<file path="src/rtl/rps_opponent.sv">
// rtl/rps_opponent.sv - rock-paper-scissors computer opponent with spin/stop and scored response
//
// Purpose: takes a player move from the game controller and spins through the three moves.
// When the player's stop_signal is honoured, the spin freezes. The block then scores the
// round and returns the opponent move and the result over a valid/ready handshake.
//
// Ports:
//   clock         in   single clock, rising edge
//   reset_button  in   asynchronous active-high reset
//   req_valid     in   controller presents a player move
//   req_move[1:0] in   player move: 01 rock, 10 paper, 11 scissors, 00 invalid
//   req_ready     out  request accepted (IDLE only)
//   stop_signal   in   level, freezes the spin once the minimum shuffle has elapsed
//   resp_valid    out  result available
//   resp_ready    in   controller consumes the result
//   resp_move[1:0]   out  opponent move
//   resp_result[1:0] out  01 player wins, 10 player loses, 11 draw, 00 none
//   spin_move[1:0]   out  current spinning move, for display
//   busy          out  not IDLE

module rps_opponent #(
    parameter logic [7:0]  LFSR_SEED   = 8'hA5,
    parameter int unsigned SHUFFLE_MIN = 4
) (
    input  logic       clock,
    input  logic       reset_button,
    input  logic       req_valid,
    input  logic [1:0] req_move,
    output logic       req_ready,
    input  logic       stop_signal,
    output logic       resp_valid,
    input  logic       resp_ready,
    output logic [1:0] resp_move,
    output logic [1:0] resp_result,
    output logic [1:0] spin_move,
    output logic       busy
);

    // An all-zero LFSR would lock up, so a zero seed is replaced.
    localparam logic [7:0] SEED = (LFSR_SEED == 8'h00) ? 8'h01 : LFSR_SEED;
    localparam logic [3:0] SMIN = 4'(SHUFFLE_MIN);

    localparam logic [1:0] ROCK     = 2'b01;
    localparam logic [1:0] PAPER    = 2'b10;
    localparam logic [1:0] SCISSORS = 2'b11;

    localparam logic [1:0] RES_NONE = 2'b00;
    localparam logic [1:0] RES_WIN  = 2'b01;
    localparam logic [1:0] RES_LOSE = 2'b10;
    localparam logic [1:0] RES_DRAW = 2'b11;

    typedef enum logic [1:0] {
        S_IDLE,
        S_SPIN,
        S_RESOLVE,
        S_RESPOND
    } state_t;

    state_t     state_q, state_d;
    logic [7:0] lfsr_q, lfsr_d;
    logic [3:0] spin_cnt_q, spin_cnt_d;
    logic [1:0] spin_move_q, spin_move_d;
    logic [1:0] player_q, player_d;
    logic [1:0] opp_q, opp_d;
    logic [1:0] resp_move_q, resp_move_d;
    logic [1:0] resp_result_q, resp_result_d;

    function automatic logic [1:0] rotate(input logic [1:0] m);
        logic [1:0] r;
        case (m)
            ROCK:    r = PAPER;
            PAPER:   r = SCISSORS;
            default: r = ROCK;
        endcase
        return r;
    endfunction

    // Two random bits fold onto three moves; 11 aliases to rock.
    function automatic logic [1:0] seed_move(input logic [1:0] b);
        return (b == 2'b11) ? ROCK : (b + 2'b01);
    endfunction

    // Moves 1..3 sit on a cycle where each beats its predecessor, so
    // (player - opp) mod 3 picks the outcome: 0 draw, 1 win, 2 lose.
    // Adding 3 first keeps the difference positive (range 1..5).
    function automatic logic [1:0] score(input logic [1:0] p, input logic [1:0] o);
        logic [2:0] d;
        logic [1:0] r;
        d = {1'b0, p} + 3'd3 - {1'b0, o};
        case (d)
            3'd3:       r = RES_DRAW;
            3'd1, 3'd4: r = RES_WIN;
            default:    r = RES_LOSE;
        endcase
        return r;
    endfunction

    // Fibonacci LFSR, x^8+x^6+x^5+x^4+1, free-running in every state.
    always_comb begin
        lfsr_d = {lfsr_q[6:0], lfsr_q[7] ^ lfsr_q[5] ^ lfsr_q[4] ^ lfsr_q[3]};
    end

    always_comb begin
        state_d       = state_q;
        spin_cnt_d    = spin_cnt_q;
        spin_move_d   = spin_move_q;
        player_d      = player_q;
        opp_d         = opp_q;
        resp_move_d   = resp_move_q;
        resp_result_d = resp_result_q;

        case (state_q)
            S_IDLE: begin
                // An invalid move still completes the handshake but is dropped.
                if (req_valid && (req_move != 2'b00)) begin
                    player_d    = req_move;
                    spin_move_d = seed_move(lfsr_q[1:0]);
                    spin_cnt_d  = 4'd0;
                    state_d     = S_SPIN;
                end
            end
            S_SPIN: begin
                if (stop_signal && (spin_cnt_q >= SMIN)) begin
                    opp_d   = spin_move_q;
                    state_d = S_RESOLVE;
                end else begin
                    spin_move_d = rotate(spin_move_q);
                    if (spin_cnt_q < SMIN) begin
                        spin_cnt_d = spin_cnt_q + 4'd1;
                    end
                end
            end
            S_RESOLVE: begin
                resp_move_d   = opp_q;
                resp_result_d = score(player_q, opp_q);
                state_d       = S_RESPOND;
            end
            S_RESPOND: begin
                if (resp_ready) begin
                    resp_result_d = RES_NONE;
                    state_d       = S_IDLE;
                end
            end
            default: state_d = S_IDLE;
        endcase
    end

    always_ff @(posedge clock or posedge reset_button) begin
        if (reset_button) begin
            state_q       <= S_IDLE;
            lfsr_q        <= SEED;
            spin_cnt_q    <= 4'd0;
            spin_move_q   <= 2'b00;
            player_q      <= 2'b00;
            opp_q         <= 2'b00;
            resp_move_q   <= 2'b00;
            resp_result_q <= RES_NONE;
        end else begin
            state_q       <= state_d;
            lfsr_q        <= lfsr_d;
            spin_cnt_q    <= spin_cnt_d;
            spin_move_q   <= spin_move_d;
            player_q      <= player_d;
            opp_q         <= opp_d;
            resp_move_q   <= resp_move_d;
            resp_result_q <= resp_result_d;
        end
    end

    assign req_ready   = (state_q == S_IDLE);
    assign busy        = (state_q != S_IDLE);
    assign resp_valid  = (state_q == S_RESPOND);
    assign resp_move   = resp_move_q;
    assign resp_result = resp_result_q;
    assign spin_move   = spin_move_q;

endmodule
</file>
<file path="config.mk">
export PLATFORM = sky130hd
export DESIGN_NAME = rps_opponent
export DESIGN_NICKNAME = d
export VERILOG_FILES = /design/src/rtl/rps_opponent.sv
export SDC_FILE = /design/constraint.sdc
export NUM_CORES = 1
export LEC_CHECK = 0
export CORE_MARGIN = 4
export CORE_UTILIZATION = 47
export DETAILED_ROUTE_END_ITERATION = 8
export PLACE_DENSITY = 0.73
export SLEW_MARGIN = 20
export SYNTH_ARGS = -nofsm -noshare
export SYNTH_HDL_FRONTEND = slang
export SYNTH_SLANG_ARGS = --single-unit
</file>
<file path="constraint.sdc">
create_clock -name clock -period 1.68 [get_ports clock]
set_input_delay 0.168 -clock clock [delete_from_list [all_inputs] [get_ports clock]]
set_output_delay 0.168 -clock clock [all_outputs]
set_load 0.03 [all_outputs]
</file>
==> results of run 1 <==
## worst paths after layout
check	startpoint	to	slack, ns	depth (start not counted)
hold / removal	reset_button	resp_move[1]$_DFFE_PP0P_	0.18	3
hold reg to reg	lfsr_q[6]$_DFF_PP0_	lfsr_q[7]$_DFF_PP1_	0.38	0
max in group asynchronous	reset_button	lfsr_q[2]$_DFF_PP1_	1.22	3
setup / recovery	opp_q[0]$_DFFE_PP0P_	resp_result[1]$_DFFE_PP0P_	-0.03	7
setup reg to reg	opp_q[0]$_DFFE_PP0P_	resp_result[1]$_DFFE_PP0P_	-0.03	7
min in group clock	lfsr_q[6]$_DFF_PP0_	lfsr_q[7]$_DFF_PP1_	0.38	0
## per-stage QoR
step,cell area (um2),setup WS (ns)
2_1_floorplan,1154,-0.004930
3_3_place_gp,1401,0.007729
3_5_place_dp,1401,-0.05199
4_1_cts,1476,-0.009919
5_1_grt,1495,-0.1477
6_report,1495,-0.02783
## synth_stat cells (all sizes together) (2+ instances only)
cell type  instances  area (um2)
xnor2              3       26.28
o211ai             3       22.52
nand2b             2       12.51
nand3              4       20.02
ha                 9       112.6
nor2               3       11.26
dfrtp             20       500.5
nand2              7       26.28
a21oi              3       15.01
o21ai              6       30.03
mux2i              4       40.04
dfstp              4       105.1
inv               11       41.29
mux2               7       78.82
## registers in the layout, summed over array words and instances, names as in the netlist
signal       flops
state_q          2
resp_move        2
opp_q            2
resp_result      2
spin_move        2
spin_cnt_q       4
lfsr_q           8
player_q         2
## critical path: stages (launching register included)
cell,delay (ns)
dfrtp_1,0.42
inv_1,0.06
ha_1,0.13
inv_1,0.05
fa_2,0.37
xnor2_1,0.22
a21oi_1,0.10
mux2_2,0.26
## cells by family after synthesis
logic type               synth area share
flip-flops                         0.5261
multiplexers                       0.1033
XOR/XNOR                          0.03044
AO/OA/AOI/OAI                      0.1120
AND/OR/NAND/NOR                   0.07283
adder cells (fa/ha/maj)            0.1152
buffers and inverters             0.04021
## layer usage
metal | global-route usage | vias up | wire, um
li1 | - | 402 | -
met4 | 0.04967 | 0 | 38
met5 | 0 | - | 0
met3 | 0.04072 | 4 | 62
met1 | 0.1903 | 392 | 987
met2 | 0.2548 | 11 | 1098
## timing repair
item,4_1_cts,5_1_grt
endpoints found under the setup margin,5,9
gates resized for setup,5,9
setup buffers,2,2
pin swaps,1,1
cloned,0,0
hold endpoints to repair,0,0
## report_power, final
part	internal, mW	switching (mW)	total, mW
clock network	0.241	0.173	0.414
registers	0.750	0.137	0.887
logic	0.811	0.824	1.63
total	1.80	1.13	2.94
## cell type report
cell class                      count  area, um2  share of cell area
Clock buffer                        3      22.52             0.01506
Clock inverter                      1      30.03             0.02008
Sequential cell                    24      605.6              0.4050
Multi-Input combinational cell     62      524.3              0.3506
Tap cell                           28      35.03             0.02343
Timing Repair Buffer               28      236.5              0.1582
Inverter                           11      41.29             0.02762
==> impl_metrics.tcl, run 1 <==
set metrics [dict create \
    fillers 160 \
    die_h_um 57.49 \
    hold_path.class "primary input to async pin" \
    tightest_slew_ns 0.3110 \
    cp_max_fo 3 \
    dp.cells 149 \
    finClkSkew_ns 0.001706 \
    cts_buffer_depth 2 \
    syn_nets 115 \
    outcome "finished with violations" \
    cts_hold_buf 0 \
    layout-drive-gt1-share 0.2791 \
    nNetsFinal 147 \
    synth_ff_type "dfrtp_1" \
    yosysWarningCount 0 \
    start_util 0.5058 \
    portBuffers 15 \
    grt_antenna_before_repair 0 \
    gp_congestion 0.8599 \
    numCtsBuffers 3 \
    first_iter_violations 12 \
    antenna_left 0 \
    avgSynthCellArea_um2 11.75 \
    drt_drc_violations_left 0 \
    crit_type "flip-flop to flip-flop" \
    area_delta_synth_final_pct 29.89 \
    total_power_mw 2.936 \
    fp-row-count 17 \
    synth_edf_count 0 \
    ys_ff_latch 24 \
    setup_viol 1 \
    grt_pass1_vias 832 \
    final_cell_mix "dfrtp_1, buf_4, clkdlybuf4s50_1" \
    crit_path_end_kind "flip-flop" \
    syn-cell-area_mm2 0.001151 \
    final_util 0.6570 \
    grt_start_max_net_pins 25 \
    via_count 809 \
    stdcell_count 157 \
    numClockSinks 24 \
    dieArea_mm2 0.003305 \
    cts_tree "built" \
    finalCritPeriodShare 1.017 \
    cp.required_ns 1.89 \
    startpoint_type "flip-flop" \
    global_route.overflow_total 0 \
    io_pins 16 \
    die_w_um 57.49 \
    max_slew_margin 0.7920 \
    fp.coreArea_mm2 0.002276 \
    p_per_area_mw_per_mm2 1964 \
    hold_slack_ns 0.1834 \
    clock.fmax_ghz 0.5855 \
    postSynthCellCount 98 \
    cts_max_level 1 \
    worst_slack_ns -0.02783 \
    worst_ep_arrival_time_ns 1.92 \
    clock_latency_ns 0.31 \
    rsz0062_at_grt "true" \
    drt_pass1_iterations 4 \
    final_max_slew_viol_count 0 \
    period_minus_slack_ns 1.708 \
    n_antenna_cell 0 \
    cap_violations 0 \
    drt-total-wl_um 2187 \
    async_flop_share 1.000 \
    path_clk_slew_ns 0.13 \
    violations "setup timing" \
    tns_ns -0.02783 \
    synth-seq-area-share 0.5261 \
    ys_types 28 \
    hpwl_um 1535 \
    vdd_ir_drop_max_mv 1.114 \
    grt_first_pass_wirelength_um 3836 \
    power.leakage_nw 0.6952 \
    routedWlPerCell_um 13.93 \
    viasPerCell 5.153 \
    cts_root_buf "clkbuf_4" \
    grt_use_total 0.1524 \
    hold_viol_final 0 \
    mostFrequentLayoutCell "dfrtp_1" \
]
Power figures use the tool's default switching activity.
==> run 2: changes to the inputs <==
--- a/config.mk
+++ b/config.mk
@@ -8,6 +8,7 @@
 export CORE_MARGIN = 4
 export CORE_UTILIZATION = 47
 export DETAILED_ROUTE_END_ITERATION = 8
+export GPL_TIMING_DRIVEN = 0
 export PLACE_DENSITY = 0.73
 export SLEW_MARGIN = 20
 export SYNTH_ARGS = -nofsm -noshare
==> impl_metrics.tcl, run 2 (synthesis results as in run 1) <==
set metrics [dict create \
    outcome "finished clean" \
    top_regs "lfsr_q (8), spin_cnt_q (4)" \
    grt_first_pass_wirelength_um 3353 \
    timing.rr.start "state_q[1]$_DFFE_PP0P_" \
    cts_tree "built" \
    gp_congestion 0.8124 \
    worstRegToRegCells 4 \
    cts_root_buf "clkbuf_4" \
    finClkSkew_ns 0.006400 \
    drt_pass1_iterations 4 \
    routedWlPerCell_um 13.60 \
    max_slew_margin 0.4197 \
    final_cell_mix "dfrtp_1, clkdlybuf4s50_1, inv_1" \
    n_antenna_cell 0 \
    area_delta_synth_final_pct 24.13 \
    drt-total-wl_um 2013 \
    global_route.overflow_total 0 \
    numCtsBuffers 3 \
    r2r_slack_ns 0.01 \
    power.leakage_nw 0.6498 \
    drt_drc_violations_left 0 \
    portBuffers 15 \
    stdcell_area_mm2 0.001429 \
    final_max_slew_viol_count 0 \
    worst_ep_arrival_time_ns 1.89 \
    cp_max_fo 5 \
    via_count 798 \
    mostFrequentLayoutCell "dfrtp_1" \
    tightest_slew_ns 0.8695 \
    crit_type "flip-flop to flip-flop" \
    crit_buf_inv 1 \
    cpPeakStageDelay_ns 0.44 \
    hold_path.class "primary input to async pin" \
    die_w_um 57.49 \
    start_util 0.5058 \
    grt_start_max_net_pins 25 \
    rsz0062_at_grt "true" \
    r2r_end "state_q[1]$_DFFE_PP0P_" \
    combPwrFrac 0.536 \
    startpoint_type "flip-flop" \
    netSwitchingFraction 0.3897 \
    finalCritPeriodShare 0.9925 \
    grt_antenna_before_repair 0 \
    path_delay_family "compound AO/OA/AOI/OAI gates" \
    setup_viol 0 \
    path_clk_slew_ns 0.13 \
    fp.coreArea_mm2 0.002276 \
    largest_reg_flops 8 \
    layout-drive-gt1-share 0.2250 \
    hold_slack_ns 0.3185 \
    numClockSinks 24 \
    cts_hold_buf 0 \
    period_minus_slack_ns 1.667 \
    grt_use_total 0.1309 \
    top_register "lfsr_q" \
    vdd_ir_drop_max_mv 1.326 \
    clock.fmax_ghz 0.5997 \
    cap_violations 0 \
    pwr-share-clk 0.150 \
    power.share.sequential 0.314 \
    crit_chain "buf_4 -> ha_2 -> a222oi_1 -> mux2_1" \
    cts_max_level 1 \
    dieArea_mm2 0.003305 \
    cts_buffer_depth 2 \
    fp-row-count 17 \
    hpwl_um 1486 \
    placed_cell_area_mm2 0.001339 \
    crit_path_end_kind "flip-flop" \
    grt_pass1_vias 795 \
    clock_latency_ns 0.32 \
    hold_viol_final 0 \
    viasPerCell 5.392 \
    first_iter_violations 39 \
    nNetsFinal 138 \
    antenna_left 0 \
    fillers 178 \
    p_per_area_mw_per_mm2 1944 \
    final_util 0.6278 \
    p_sw_mw 1.082 \
    cp.required_ns 1.90 \
    io_pins 16 \
    die_h_um 57.49 \
    critical_path.slowest_cell "a222oi_1" \
    p_int_mw 1.695 \
]
[run 2: cell types whose count changed in the layout (fill, tap and decap cells not counted)]
cell / previous run / this run
dlygate4sd2_1: 1 / 0
clkdlybuf4s15_1: 0 / 1
buf_4: 13 / 4
[run 2: what timing repair did]
action,in CTS,in global routing
setup buffers,2,1
setup endpoints to repair,4,8
resized for setup,7,9
pin swaps,1,2
[run 2: worst max-delay path by stage]
stage               slack (ns)  depth (start not counted)                    endpoint                   start
floorplan               -0.005                          3      state_q[1]$_DFFE_PP0P_  state_q[0]$_DFFE_PP0P_
global placement         -0.10                          5      state_q[1]$_DFFE_PP0P_  state_q[1]$_DFFE_PP0P_
detailed placement       -0.13                          5      state_q[1]$_DFFE_PP0P_  state_q[1]$_DFFE_PP0P_
CTS                      -0.01                          5      state_q[1]$_DFFE_PP0P_  state_q[1]$_DFFE_PP0P_
global route             -0.09                          7  resp_result[0]$_DFFE_PP0P_    opp_q[0]$_DFFE_PP0P_
finish                    0.01                          4      state_q[1]$_DFFE_PP0P_  state_q[1]$_DFFE_PP0P_
[run 2: metrics by stage]
step	power, mW	TNS, ns	std cells	worst slack (ns)
after floorplan	1.861	-0.004930	98	-0.004930
after global placement	2.207	-0.1018	141	-0.1018
after detailed placement	2.263	-0.1263	141	-0.1254
after CTS	2.746	-0.01203	147	-0.01203
after global routing	2.989	-0.2092	148	-0.09350
final	2.777	0	148	0.01261
[run 2: power groups by stage]
stage | registers, mW | clock network, mW | logic (mW)
detailed placement | 0.885 | 0 | 1.38
floorplan | 0.986 | 0 | 0.875
finish | 0.871 | 0.416 | 1.49
global route | 0.895 | 0.450 | 1.64
global placement | 0.878 | 0 | 1.33
CTS | 0.875 | 0.428 | 1.44
[run 2: routing by layer]
layer / up-vias / share of wire / routed length [um] / track usage
li1: 380 / - / - / -
met1: 399 / 0.45 / 903 / 0.1619
met2: 16 / 0.50 / 1010 / 0.2161
met3: 3 / 0.035 / 71 / 0.02036
met4: 0 / 0.014 / 29 / 0.07285
met5: - / 0 / 0 / 0
[run 2: layout make-up]
cell class                      instances  area, um2  area share
Tap cell                               28      35.03     0.02452
Sequential cell                        24      605.6      0.4238
Inverter                               11      41.29     0.02890
Multi-Input combinational cell         62      524.3      0.3669
Buffer                                  1      7.507    0.005254
Timing Repair Buffer                   18      162.7      0.1138
Clock inverter                          1      30.03     0.02102
Clock buffer                            3      22.52     0.01576
